File: src/rtl/cpu_pkg.sv
// Shared definitions for the accumulator CPU boot memory: default geometry,
// loader states and flat init-vector indexing.
package cpu_pkg;

    localparam int unsigned DEF_WORD_W = 8;
    localparam int unsigned DEF_DEPTH  = 16;

    typedef logic [0:0] state_t;
    localparam state_t ST_LOAD = 1'b0;
    localparam state_t ST_RUN  = 1'b1;

    // Bit offset of word idx inside a flat vector of word_w-bit words.
    function automatic int unsigned word_lsb(input int unsigned idx, input int unsigned word_w);
        return idx * word_w;
    endfunction

endpackage

File: src/rtl/cpu_mem_bank.sv
// Single memory bank: one write port and one registered read port that
// returns zero when disabled or when the address is past the last word.
module cpu_mem_bank #(
    parameter  int unsigned WORD_W = 8,
    parameter  int unsigned DEPTH  = 16,
    localparam int unsigned ADDR_W = $clog2(DEPTH)
) (
    input  logic              clk,
    input  logic              rst_n,
    input  logic              we,
    input  logic [ADDR_W-1:0] waddr,
    input  logic [WORD_W-1:0] wdata,
    input  logic              re,
    input  logic [ADDR_W-1:0] raddr,
    output logic [WORD_W-1:0] rdata
);

    localparam int unsigned       CMP_W   = ADDR_W + 1;
    localparam logic [CMP_W-1:0]  DEPTH_C = CMP_W'(DEPTH);

    logic [WORD_W-1:0] mem [DEPTH];
    logic              rd_ok;
    logic              wr_ok;

    // One extra bit keeps the range compare meaningful for power-of-two depths.
    assign rd_ok = {1'b0, raddr} < DEPTH_C;
    assign wr_ok = {1'b0, waddr} < DEPTH_C;

    always_ff @(posedge clk) begin
        if (we && wr_ok) begin
            mem[waddr] <= wdata;
        end
    end

    // Read-first: a same-edge write to raddr is seen on the following read.
    always_ff @(posedge clk or negedge rst_n) begin
        if (!rst_n) begin
            rdata <= '0;
        end else if (re && rd_ok) begin
            rdata <= mem[raddr];
        end else begin
            rdata <= '0;
        end
    end

endmodule

File: src/rtl/cpu_boot_mem.sv
// Instruction/data memory pair with a sequenced boot loader that copies the
// flat init images into the banks before opening the CPU ports.
module cpu_boot_mem
    import cpu_pkg::*;
#(
    parameter  int unsigned WORD_W = DEF_WORD_W,
    parameter  int unsigned DEPTH  = DEF_DEPTH,
    localparam int unsigned ADDR_W = $clog2(DEPTH),
    localparam int unsigned INIT_W = WORD_W * DEPTH
) (
    input  logic              clk,
    input  logic              rst_n,
    input  logic [INIT_W-1:0] init_ins,
    input  logic [INIT_W-1:0] init_data,
    input  logic              reload,
    output logic              ready,
    output logic              load_done,
    input  logic [ADDR_W-1:0] ins_addr,
    output logic [WORD_W-1:0] ins_rdata,
    input  logic [ADDR_W-1:0] data_addr,
    input  logic              data_we,
    input  logic [WORD_W-1:0] data_wdata,
    output logic [WORD_W-1:0] data_rdata,
    output logic              access_err
);

    localparam int unsigned        OFF_W    = $clog2(INIT_W);
    localparam int unsigned        CMP_W    = ADDR_W + 1;
    localparam logic [CMP_W-1:0]   DEPTH_C  = CMP_W'(DEPTH);
    localparam logic [ADDR_W-1:0]  LAST_IDX = ADDR_W'(DEPTH - 1);

    state_t            state, state_nxt;
    logic [ADDR_W-1:0] idx, idx_nxt;
    logic              ready_nxt, load_done_nxt, err_nxt;

    logic [OFF_W-1:0]  word_off;
    logic [WORD_W-1:0] ins_word, data_word;
    logic              ins_addr_ok, data_addr_ok;

    logic              ins_we, ins_re;
    logic              dbank_we, dbank_re;
    logic [ADDR_W-1:0] dbank_waddr;
    logic [WORD_W-1:0] dbank_wdata;

    assign word_off     = OFF_W'(word_lsb(32'(idx), WORD_W));
    assign ins_word     = init_ins[word_off +: WORD_W];
    assign data_word    = init_data[word_off +: WORD_W];
    assign ins_addr_ok  = {1'b0, ins_addr} < DEPTH_C;
    assign data_addr_ok = {1'b0, data_addr} < DEPTH_C;

    always_ff @(posedge clk or negedge rst_n) begin
        if (!rst_n) begin
            state      <= ST_LOAD;
            idx        <= '0;
            ready      <= 1'b0;
            load_done  <= 1'b0;
            access_err <= 1'b0;
        end else begin
            state      <= state_nxt;
            idx        <= idx_nxt;
            ready      <= ready_nxt;
            load_done  <= load_done_nxt;
            access_err <= err_nxt;
        end
    end

    // Loader sequencing, CPU port gating and error tracking.
    always_comb begin
        state_nxt     = state;
        idx_nxt       = idx;
        ready_nxt     = ready;
        load_done_nxt = 1'b0;
        err_nxt       = access_err;
        ins_we        = 1'b0;
        ins_re        = 1'b0;
        dbank_we      = 1'b0;
        dbank_re      = 1'b0;
        dbank_waddr   = idx;
        dbank_wdata   = data_word;

        case (state)
            ST_LOAD: begin
                if (reload) begin
                    idx_nxt = '0;
                    err_nxt = 1'b0;
                end else begin
                    ins_we   = 1'b1;
                    dbank_we = 1'b1;
                    if (data_we) begin
                        err_nxt = 1'b1;
                    end
                    if (idx == LAST_IDX) begin
                        state_nxt     = ST_RUN;
                        idx_nxt       = '0;
                        ready_nxt     = 1'b1;
                        load_done_nxt = 1'b1;
                    end else begin
                        idx_nxt = idx + 1'b1;
                    end
                end
            end
            ST_RUN: begin
                if (reload) begin
                    state_nxt = ST_LOAD;
                    idx_nxt   = '0;
                    ready_nxt = 1'b0;
                    err_nxt   = 1'b0;
                end else begin
                    ins_re      = 1'b1;
                    dbank_re    = 1'b1;
                    dbank_waddr = data_addr;
                    dbank_wdata = data_wdata;
                    dbank_we    = data_we && data_addr_ok;
                    if (!ins_addr_ok || !data_addr_ok) begin
                        err_nxt = 1'b1;
                    end
                end
            end
            default: begin
                state_nxt = ST_LOAD;
                idx_nxt   = '0;
                ready_nxt = 1'b0;
            end
        endcase
    end

    // Instruction bank: written only by the loader.
    cpu_mem_bank #(
        .WORD_W (WORD_W),
        .DEPTH  (DEPTH)
    ) u_ins_bank (
        .clk   (clk),
        .rst_n (rst_n),
        .we    (ins_we),
        .waddr (idx),
        .wdata (ins_word),
        .re    (ins_re),
        .raddr (ins_addr),
        .rdata (ins_rdata)
    );

    cpu_mem_bank #(
        .WORD_W (WORD_W),
        .DEPTH  (DEPTH)
    ) u_data_bank (
        .clk   (clk),
        .rst_n (rst_n),
        .we    (dbank_we),
        .waddr (dbank_waddr),
        .wdata (dbank_wdata),
        .re    (dbank_re),
        .raddr (data_addr),
        .rdata (data_rdata)
    );

endmodule
File: config.mk
export PLATFORM = sky130hd
export DESIGN_NAME = cpu_boot_mem
export DESIGN_NICKNAME = d
export VERILOG_FILES = /design/src/rtl/cpu_pkg.sv /design/src/rtl/cpu_mem_bank.sv /design/src/rtl/cpu_boot_mem.sv
export SDC_FILE = /design/constraint.sdc
export NUM_CORES = 1
export LEC_CHECK = 0
export BUFFER_PORTS_ARGS = -buffer_cell sky130_fd_sc_hd__buf_2
export CAP_MARGIN = 40
export CORE_MARGIN = 2
export CORE_UTILIZATION = 50
export DETAILED_ROUTE_END_ITERATION = 6
export HOLD_SLACK_MARGIN = 0.12
export PLACE_DENSITY = 0.86
export SLEW_MARGIN = 10
export SYNTH_ARGS = -nofsm -noshare
export SYNTH_HDL_FRONTEND = slang
export SYNTH_HIERARCHICAL = 1
export SYNTH_SLANG_ARGS = --single-unit
export TNS_END_PERCENT = 100
File: constraint.sdc
create_clock -name clk -period 3 [get_ports clk]
set_input_delay 0.3 -clock clk [delete_from_list [all_inputs] [get_ports clk]]
set_output_delay 0.3 -clock clk [all_outputs]
set_load 0.005 [all_outputs]
==> out/results.ini <==
[outcome]
status = finished with violations
violations = design-rule violations

[synthesis]
yosys_warnings = 6
synth-compound-area-share = 0.0693
synth.net_count = 1175
synth_mux_area_frac = 0.199
ys_async_sr_fraction = 0.0857
postSynthCellCount = 898
avgSynthCellArea_sq_um = 14.9
synth.distinct_cells = 41
synth-simple-area-share = 0.0693
synth_ff_type = edfxtp_1
synth_edf_count = 256
synth_top_family_by_area = multiplexers
synth_seq_area_share = 0.621
syn_area_sq_um = 13400
synthAdderAreaFrac = 0.000937
yosys.area_share.xor_xnor = 0.000656
ys_ff_latch = 280

[placement]
routabilityCongestion = 0.928
dp_hpwl_microns = 28400
io_buffers = 294

[floorplanning]
die_width_microns = 167
start_util = 0.511
die_area_sq_um = 28000
coreArea_sq_um = 26100
die_y_microns = 167
std_cell_rows = 59
ioPinCount = 295

[power_and_ir_drop]
switching_power_mw = 2.06
power.internal_mw = 6.82
p_seq_frac = 0.514
ir_drop_uv = 358
p_leak_nw = 6.48
powerDensity_nw_per_um2 = 549
clkPwrFrac = 0.353
netSwitchingFraction = 0.232
pwr-share-comb = 0.133

[timing]
maxSlewHeadroom = 0.374
finalSetupTns_ns = 0
fin_worst_skew_ns = 0.0169
setup_viol = 0
finalHoldViolCount = 0
timing.final.crit_share = 0.882
slew_violations = 0
fmax_mhz = 378
period_needed_ns = 2.64
whs_ns = 0.230
max_slew.worst_pin.slew_ns = 0.934
rsz0062_at_grt = no

[critical_path]
cp_max_fo = 13
r2r_cells = 4
cp.required_ns = 3.15
critPathSlowestCell = nor2_1
start_kind = primary input
rr_endpoint = u_data_bank/mem[5][6]$_DFFE_PP_
crit_path_cell_trace = dlygate4sd3_1 > buf_2 > nand2b_1 > buf_4 > nand2_1 > nand2_1 > or3b_2 > nor2_1
cpMostUsedCell = nand2_1
r2r_start = idx[2]$_DFFE_PN0P_
crit_buf_inv = 3
slowest_delay_ns = 0.59
crit_family = simple AND/OR/NAND/NOR gates
cp-end-kind = flip-flop
path_class = primary input to flip-flop
cp.arrival_ns = 2.79
r2r_slack_ns = 0.38

[detailed_routing]
drt-initial-drc-count = 902
drt-total-wl_microns = 38400
route.detailed.drc = 6
dr.pass1.iters = 7
vias = 9503
wire_per_inst_microns = 24.2
via_per_inst = 5.98
antenna_left = 0

[cts]
clock_path_buffers = 3
cts_tree = done
clock_latency_ns = 0.52
cts_buffers = 26
clkTransAtPathRegs_ns = 0.06
clock-sinks = 280
htreeDepth = 1
root_buffer = clkbuf_16

[hold_path]
worstHoldStart = ins_addr[1]
hold_depth = 4
min_to = u_ins_bank/rdata[7]$_DFF_PN0_
hold_path_class = primary input to flip-flop

[job]
maxCapViolCount = 0

[layout]
nNetsFinal = 1510
drive_gt1_frac = 0.350
synthToLayoutAreaGrowth_pct = 21.0
fillCellCount = 1980

[global_routing]
gr-total-overflow = 0
grt_max_degree = 36
grt_pass1_vias = 9656
grt_pass1_wl_microns = 57300
antenna_found_initial = 4
grtUsageTotal = 0.271

==> cells by family after synthesis <==
logic type,count (synthesis)
and+or+nand+nor,193
AOI/OAI and AO/OA,130
muxes,227
buffers and inverters,66
xor gates and xnor gates,1
DFF,280
adders and majority gates,1
==> cells in the mapped netlist (3+ instances only) <==
library cell	number	area, sq um
edfxtp_1	256	7690
mux2i_1	197	1970
a22oi_1	58	435
nor2_1	53	199
nand2_1	45	169
mux4_2	26	586
dfrtp_1	24	601
nor3_1	24	120
o22ai_1	24	150
nand2b_1	21	131
buf_6	20	225
nand3_1	19	95.1
o21ai_1	16	80.1
buf_2	14	70.1
clkbuf_1	14	52.6
a221oi_1	10	87.6
o21ai_0	9	45.0
nor2b_1	8	50.1
nor4_1	8	50.1
a21oi_1	6	30.0
a221oi_2	6	90.1
buf_4	5	37.5
buf_12	4	80.1
mux4_1	4	105
nand3b_1	4	30.0
inv_1	3	11.3
==> power groups by stage <==
stage / registers, mW / clock network, mW / logic, mW
floorplan: 4.61 / 0 / 0.705
global placement: 4.64 / 0 / 1.12
detailed placement: 4.64 / 0 / 1.16
CTS: 4.56 / 3.17 / 1.17
global route: 4.57 / 3.32 / 1.27
finish: 4.56 / 3.13 / 1.18
==> tightest hold or removal path: cells and delay by family <==
family                 cells  cell delay (ns)
AO/OA/AOI/OAI              1             0.07
buffers and inverters      1             0.17
AND/OR/NAND/NOR            2             0.17
==> routing by layer <==
layer  share of wire  up-vias  global-route usage
met1            0.38     4625               0.350
li1                -     4213                   -
met5               0        -                   0
met3           0.082       89              0.0409
met2            0.50      576               0.472
met4           0.033        0              0.0926
==> flip-flops by register name (all words and copies together) (netlist names) <==
| register | flops |
|---|---|
| u_data_bank/mem | 128 |
| u_ins_bank/mem | 128 |
| u_data_bank/rdata | 8 |
| u_ins_bank/rdata | 8 |
| idx | 4 |
| access_err | 1 |
| load_done | 1 |
| ready | 1 |
| state | 1 |
==> worst max path at each step <==
stage,end,start,cells past startpoint,slack (ns)
2_1_floorplan,u_data_bank/mem[0][0]$_DFFE_PP_,state$_DFF_PN0_,8,0.49
3_3_place_gp,u_data_bank/mem[2][2]$_DFFE_PP_,reload,7,0.56
3_5_place_dp,u_data_bank/mem[14][6]$_DFFE_PP_,idx[0]$_DFFE_PN0P_,5,0.40
4_1_cts,u_data_bank/mem[5][6]$_DFFE_PP_,idx[0]$_DFFE_PN0P_,5,0.38
5_1_grt,u_data_bank/mem[5][6]$_DFFE_PP_,idx[2]$_DFFE_PN0P_,4,0.15
6_report,u_data_bank/mem[2][3]$_DFFE_PP_,reload,8,0.36
==> cell type report <==
| class | count | area (sq um) | share of cell area |
|---|---|---|---|
| clock buffer | 38 | 747 | 0.0462 |
| clock inverter | 10 | 73.8 | 0.00457 |
| tap | 335 | 419 | 0.0259 |
| antenna | 1 | 2.50 | 0.000155 |
| inverter | 4 | 15.0 | 0.000929 |
| timing repair buffer | 369 | 2070 | 0.128 |
| multi-input combinational | 552 | 4540 | 0.281 |
| sequential | 280 | 8290 | 0.513 |
==> placed cells by master (no fill, tap or decap), drive strengths merged, types with 16 or more instances in the layout <==
cell	count
a221oi	16
a22oi	58
buf	365
clkbuf	38
dfrtp	24
edfxtp	256
mux2i	197
mux4	30
nand2	45
nand2b	21
nand3	19
nor2	55
nor3	25
o21ai	25
o22ai	24
==> stage by stage <==
stage / area (sq um) / utilization / power, mW / setup slack [ns] / cells
floorplan: 13400 / - / 5.32 / 0.491 / 898
global placement: 15300 / 0.585 / 5.76 / 0.560 / 1536
finish: 16200 / 0.618 / 8.87 / 0.355 / 1589
detailed placement: 15300 / 0.585 / 5.80 / 0.404 / 1536
CTS: 16200 / 0.618 / 8.90 / 0.382 / 1588
global route: 16200 / 0.618 / 9.15 / 0.147 / 1588
==> repair_timing <==
item                                   CTS  global route
gates resized for setup                  0             0
hold buffers                             4             0
setup buffers                            0             0
endpoints found under the hold margin   31             0
Note: power is estimated with default switching activity, not from simulation.
